$ cat config.mk
export PLATFORM = sky130hd
export DESIGN_NAME = node_skid_buffer
export DESIGN_NICKNAME = d
export VERILOG_FILES = /design/src/rtl/node_pkg.sv /design/src/rtl/node_sat_counter.sv /design/src/rtl/node_skid_buffer_chk.sv /design/src/rtl/node_skid_buffer.sv
export SDC_FILE = /design/constraint.sdc
export NUM_CORES = 1
export LEC_CHECK = 0
export ABC_CLOCK_PERIOD_IN_PS = 6050
export BUFFER_PORTS_ARGS = -buffer_cell sky130_fd_sc_hd__buf_2
export CAP_MARGIN = 15
export CORE_AREA = 2 2 95 97
export CTS_BUF_LIST = sky130_fd_sc_hd__clkbuf_4
export CTS_CLUSTER_SIZE = 28
export DETAILED_ROUTE_END_ITERATION = 8
export DIE_AREA = 0 0 97 99
export PLACE_DENSITY_LB_ADDON = 0.2
export SLEW_MARGIN = 20
export SYNTH_ARGS = -nofsm -noshare
export SYNTH_HDL_FRONTEND = slang
export SYNTH_HIERARCHICAL = 1
export SYNTH_SLANG_ARGS = --single-unit
export TNS_END_PERCENT = 1
$ cat constraint.sdc
create_clock -name clk -period 6.05 [get_ports clk]
set_input_delay 1.21 -clock clk [delete_from_list [all_inputs] [get_ports clk]]
set_output_delay 1.21 -clock clk [all_outputs]
set_load 0.005 [all_outputs]
$ cat src/rtl/node_pkg.sv
// Shared types for the node skid buffer: FSM state encoding and an
// occupancy helper that maps each state to its entry count.
package node_pkg;

  typedef enum logic [1:0] {
    EMPTY = 2'd0,
    BUSY  = 2'd1,
    FULL  = 2'd2
  } node_skid_state_t;

  function automatic logic [1:0] occ_of(input node_skid_state_t s);
    logic [1:0] occ;
    case (s)
      EMPTY:   occ = 2'd0;
      BUSY:    occ = 2'd1;
      FULL:    occ = 2'd2;
      default: occ = 2'd0;
    endcase
    return occ;
  endfunction

endpackage

$ cat src/rtl/node_sat_counter.sv
// Saturating up-counter with synchronous clear; clear wins over increment.
module node_sat_counter #(
  parameter int CNT_W = 16
) (
  input  logic             clk,
  input  logic             rst,
  input  logic             clr,
  input  logic             inc,
  output logic [CNT_W-1:0] count
);

  localparam logic [CNT_W-1:0] CNT_ONE = CNT_W'(1);
  localparam logic [CNT_W-1:0] CNT_MAX = {CNT_W{1'b1}};

  logic [CNT_W-1:0] count_r;

  // Counter register: clear, then saturating increment.
  always_ff @(posedge clk or posedge rst) begin
    if (rst) begin
      count_r <= {CNT_W{1'b0}};
    end else if (clr) begin
      count_r <= {CNT_W{1'b0}};
    end else if (inc && (count_r != CNT_MAX)) begin
      count_r <= count_r + CNT_ONE;
    end else begin
      count_r <= count_r;
    end
  end

  assign count = count_r;

endmodule

$ cat src/rtl/node_skid_buffer_chk.sv
// Protocol checker: upstream and downstream handshakes can never both
// complete while the buffer is FULL, because up_ready_out is low there.
module node_skid_buffer_chk
  import node_pkg::*;
(
  input logic             clk,
  input logic             rst,
  input node_skid_state_t state,
  input logic             up_fire,
  input logic             dn_fire
);

  a_no_dual_fire_in_full: assert property (
    @(posedge clk) disable iff (rst)
    !((state == FULL) && up_fire && dn_fire)
  ) else $error("dual fire in FULL state");

endmodule

$ cat src/rtl/node_skid_buffer.sv
// Two-entry skid buffer (main + skid register) with fully registered
// handshake outputs, occupancy report and a saturating stall counter.
module node_skid_buffer
  import node_pkg::*;
#(
  parameter int WIDTH = 32,
  parameter int CNT_W = 16
) (
  input  logic             clk,
  input  logic             rst,
  input  logic [WIDTH-1:0] data_in,
  input  logic             up_valid_in,
  output logic             up_ready_out,
  output logic [WIDTH-1:0] data_out,
  output logic             dn_valid_out,
  input  logic             dn_ready_in,
  input  logic             stat_clr,
  output logic [1:0]       occupancy,
  output logic [CNT_W-1:0] stall_cnt
);

  node_skid_state_t state_r;
  node_skid_state_t state_nxt_s;

  logic [WIDTH-1:0] main_r;
  logic [WIDTH-1:0] skid_r;
  logic             up_ready_r;
  logic             dn_valid_r;
  logic [1:0]       occ_r;

  logic up_fire_s;
  logic dn_fire_s;
  logic load_main_s;
  logic main_from_skid_s;
  logic load_skid_s;
  logic stall_s;

  assign up_fire_s = up_valid_in & up_ready_r;
  assign dn_fire_s = dn_valid_r & dn_ready_in;
  assign stall_s   = dn_valid_r & ~dn_ready_in;

  // Next-state and payload load decode.
  always_comb begin
    state_nxt_s      = state_r;
    load_main_s      = 1'b0;
    main_from_skid_s = 1'b0;
    load_skid_s      = 1'b0;
    case (state_r)
      EMPTY: begin
        if (up_fire_s) begin
          state_nxt_s = BUSY;
          load_main_s = 1'b1;
        end else begin
          state_nxt_s = EMPTY;
        end
      end
      BUSY: begin
        if (up_fire_s && !dn_fire_s) begin
          state_nxt_s = FULL;
          load_skid_s = 1'b1;
        end else if (up_fire_s && dn_fire_s) begin
          state_nxt_s = BUSY;
          load_main_s = 1'b1;
        end else if (dn_fire_s) begin
          state_nxt_s = EMPTY;
        end else begin
          state_nxt_s = BUSY;
        end
      end
      FULL: begin
        // up_ready is low here, so only the drain path can happen.
        if (dn_fire_s) begin
          state_nxt_s      = BUSY;
          load_main_s      = 1'b1;
          main_from_skid_s = 1'b1;
        end else begin
          state_nxt_s = FULL;
        end
      end
      default: begin
        state_nxt_s = EMPTY;
      end
    endcase
  end

  // State and registered handshake/occupancy outputs, all derived from next state.
  always_ff @(posedge clk or posedge rst) begin
    if (rst) begin
      state_r    <= EMPTY;
      up_ready_r <= 1'b0;
      dn_valid_r <= 1'b0;
      occ_r      <= 2'd0;
    end else begin
      state_r    <= state_nxt_s;
      up_ready_r <= (state_nxt_s != FULL);
      dn_valid_r <= (state_nxt_s != EMPTY);
      occ_r      <= occ_of(state_nxt_s);
    end
  end

  // Main payload register, refilled from upstream or promoted from skid.
  always_ff @(posedge clk or posedge rst) begin
    if (rst) begin
      main_r <= {WIDTH{1'b0}};
    end else if (load_main_s) begin
      main_r <= main_from_skid_s ? skid_r : data_in;
    end else begin
      main_r <= main_r;
    end
  end

  // Skid register catches the beat accepted in the cycle downstream stalls.
  always_ff @(posedge clk or posedge rst) begin
    if (rst) begin
      skid_r <= {WIDTH{1'b0}};
    end else if (load_skid_s) begin
      skid_r <= data_in;
    end else begin
      skid_r <= skid_r;
    end
  end

  assign up_ready_out = up_ready_r;
  assign dn_valid_out = dn_valid_r;
  assign data_out     = main_r;
  assign occupancy    = occ_r;

  node_sat_counter #(
    .CNT_W (CNT_W)
  ) u_stall_cnt (
    .clk   (clk),
    .rst   (rst),
    .clr   (stat_clr),
    .inc   (stall_s),
    .count (stall_cnt)
  );

  node_skid_buffer_chk u_chk (
    .clk     (clk),
    .rst     (rst),
    .state   (state_r),
    .up_fire (up_fire_s),
    .dn_fire (dn_fire_s)
  );

endmodule
==> results.toml <==
[outcome]
outcome = "completed"

[layout]
drive_gt1_share_pct = 41.3
num_antenna_cells = 0
fin_nets = 465
fillers = 766
syn_to_final_growth_pct = 13.7

[cts]
htree_levels = 3
cts_sinks = 86
root_buffer = "clkbuf_4"
post_cts.repair.setup_buffers = 0
cts_hold_buf = 0
clkLatencyLatePin_ns = 0.42
numCtsBuffers = 9
clockBufferDepth = 2
tritoncts = "built"
cts_resized = 0
path_clk_slew_ns = 0.13

[die]
die_h_um = 99
die_area_um2 = 9600
initial_core_util_pct = 48.9
core_area_um2 = 8550
die_w_um = 97
io_pins = 89
rows = 34

[power]
power_leakage_nw = 2.29
power.switching_uw = 706
power_density_nw_per_um2 = 440
internal_power_mw = 1.38
ir_worst_vdd_mv = 0.224
clockPowerShare_pct = 17.5
sw_frac_of_total_pct = 33.8
total_power_mw = 2.09
combPwrFrac_pct = 37.0
pwr-share-seq_pct = 45.5

[critical_path]
start_kind = "primary input"
worstPathRequired_ns = 6.40
cp_max_fo = 8
ff2ff_setup_slack_ns = 3.76
reg2reg_to = "data_out[26]$_DFFE_PP0P_"
crit_start = "dn_ready_in"
critPathKind = "in -> reg"
reg2regPathDepth = 6
r2r_start = "state_r[0]$_DFF_PP0_"
crit_end = "u_stall_cnt/count[13]$_DFFE_PP0P_"
arrival_ns = 3.12
critPathCaptureType = "flip-flop"

[sta]
min_period_ns = 2.77
max_slew_margin_pct = 48.8
fin_ws_ns = 3.28
report.final.hold_viol_count = 0
setup_viol = 0
fin_skew_ns = 0.0186
drv_slew = 0
rsz0062_at_grt = "no"
tightest_slew_ns = 0.768
clock.fmax_mhz = 362
finalCritPeriodShare_pct = 45.7
fin_tns_setup_ns = 0

[synth]
async_flop_share_pct = 100
syn_inst = 344
yosysUniqueCellTypes = 46
syn_avg_cell_area_um2 = 12.2
synth_enable_flop_cells = 0
ys_seq_area_share_pct = 51.5
syn_area_um2 = 4180
ys_seq_elements = 86
ys.flop_type = "dfrtp_1"
synthesis.nets = 383
ys_warn_count = 6

[detailed_routing]
vias = 2865
ant_nets = 0
drt-initial-drc-count = 88
wirelength_um = 7970
wl_per_cell_um = 14.8
first_pass_iters = 4
via_per_inst = 5.32
drc = 0

[global_routing]
busiest_layer = "met2"
grt_max_degree = 65
grt_pass1_vias = 2791
antenna_found_initial = 0
grt_pass1_wl_um = 13600
track_usage_pct = 17.6
grt.overflow.total = 0
grtUsageMet2_pct = 28.6
grtUsageMet3_pct = 5.04
gr-usage-met1_pct = 22.5

[run]
cap_violations = 0

[placed_design]
portBuffers = 88
pre_cts_ws_ns = 2.86
place_hpwl_um = 5260
gp_congestion = 0.828

[min_path]
hold_path_class = "reg -> reg"
[routing by layer]
metal | wire, um | up-vias
met3 | 416 | 11
li1 | - | 1394
met4 | 120 | 0
met5 | 0 | -
met1 | 3520 | 1396
met2 | 3910 | 64
[critical path, stage by stage]
cell and delay, ns:
buf_2 0.11, nor2b_1 0.43, nand3_1 0.29, or4_4 0.51
or4_1 0.41, a21oi_1 0.15
[cells in the final DEF, fill, tap and decap left out, drive strengths merged]
cell | Yosys | final
a21oi | 47 | 47
a31oi | 1 | 1
and2 | 1 | 1
and3b | 1 | 1
and4 | 1 | 1
buf | 16 | 91
bufinv | 0 | 2
clkbuf | 3 | 10
clkinv | 0 | 2
clkinvlp | 0 | 1
dfrtp | 86 | 86
ha | 2 | 2
inv | 6 | 7
mux2 | 34 | 34
mux2i | 33 | 33
nand2 | 10 | 10
nand2b | 2 | 2
nand3 | 7 | 7
nand3b | 1 | 1
nand4 | 5 | 5
nand4b | 1 | 1
nor2 | 40 | 40
nor2b | 4 | 4
nor3 | 4 | 4
nor4 | 3 | 3
o21a | 1 | 1
o21ai | 7 | 7
o22a | 1 | 1
o22ai | 1 | 1
o311ai | 1 | 1
o31ai | 5 | 5
o41ai | 2 | 2
or2 | 1 | 1
or2b | 1 | 1
or3 | 7 | 7
or4 | 8 | 8
[flip-flops by register name, indices dropped and copies added (netlist names)]
register	flops
data_out	32
skid_r	32
u_stall_cnt/count	16
occupancy	2
state_r	2
dn_valid_out	1
up_ready_out	1
[power groups by stage]
| stage | combinational, mW | sequential [mW] | clock, mW |
|---|---|---|---|
| 6_report | 0.773 | 0.952 | 0.366 |
| 5_1_grt | 0.857 | 0.988 | 0.404 |
| 4_1_cts | 0.790 | 0.955 | 0.380 |
| 3_5_place_dp | 0.789 | 0.964 | 0 |
| 3_3_place_gp | 0.772 | 0.953 | 0 |
| 2_1_floorplan | 0.643 | 0.938 | 0 |
[cell families after synthesis]
group           Yosys count  synth area share, %
simple gates             97                 12.8
compound gates           66                 11.6
flops                    86                 51.5
buf+inv                  26                 5.00
fa+ha+maj                 2                0.598
mux                      67                 18.6
[cell type report]
cell class                      instances  area [um^2]  share of cell area [%]
Clock inverter                          6         85.1                    1.79
Tap cell                              108          135                    2.84
Multi-Input combinational cell        232         1820                    38.3
Sequential cell                        86         2150                    45.3
Inverter                                6         22.5                   0.474
Timing Repair Buffer                   91          463                    9.74
Clock buffer                           10         75.1                    1.58
[per-stage QoR]
step	std cells	hold WS (ns)	util (%)	instance area, um^2
finish	539	0.522	55.6	4750
global route	539	0.530	55.6	4750
CTS	539	0.524	55.6	4750
detailed placement	523	0.491	53.7	4590
global placement	523	0.488	53.7	4590
floorplan	344	0.480	-	4180
[how the worst min path moves through the flow]
stage,start,end,cells past startpoint
2_1_floorplan,skid_r[3]$_DFFE_PP0P_,skid_r[3]$_DFFE_PP0P_,1
3_3_place_gp,skid_r[25]$_DFFE_PP0P_,skid_r[25]$_DFFE_PP0P_,1
3_5_place_dp,skid_r[6]$_DFFE_PP0P_,skid_r[6]$_DFFE_PP0P_,1
4_1_cts,skid_r[3]$_DFFE_PP0P_,skid_r[3]$_DFFE_PP0P_,1
5_1_grt,skid_r[3]$_DFFE_PP0P_,skid_r[3]$_DFFE_PP0P_,1
6_report,skid_r[19]$_DFFE_PP0P_,skid_r[19]$_DFFE_PP0P_,1
[cells in the mapped netlist (2+ instances only)]
library cell | n | area share [%]
dfrtp_1 | 86 | 51
nor2_1 | 39 | 3.5
mux2i_1 | 33 | 7.9
a21oi_2 | 28 | 5.9
a21oi_1 | 19 | 2.3
mux2_2 | 17 | 4.6
mux2_4 | 17 | 6.1
nand2_1 | 9 | 0.81
buf_6 | 7 | 1.9
nand3_1 | 7 | 0.84
o21ai_0 | 7 | 0.84
inv_1 | 6 | 0.54
or3_1 | 6 | 0.90
or4_1 | 6 | 1.1
o31ai_1 | 5 | 0.90
buf_4 | 4 | 0.72
nand4_1 | 4 | 0.60
nor2b_1 | 4 | 0.60
nor3_1 | 4 | 0.48
buf_8 | 3 | 1.1
nor4_1 | 3 | 0.45
buf_2 | 2 | 0.24
clkbuf_2 | 2 | 0.24
ha_1 | 2 | 0.60
nand2b_1 | 2 | 0.30
o41ai_1 | 2 | 0.42
Note: power is estimated with default switching activity, not from simulation.
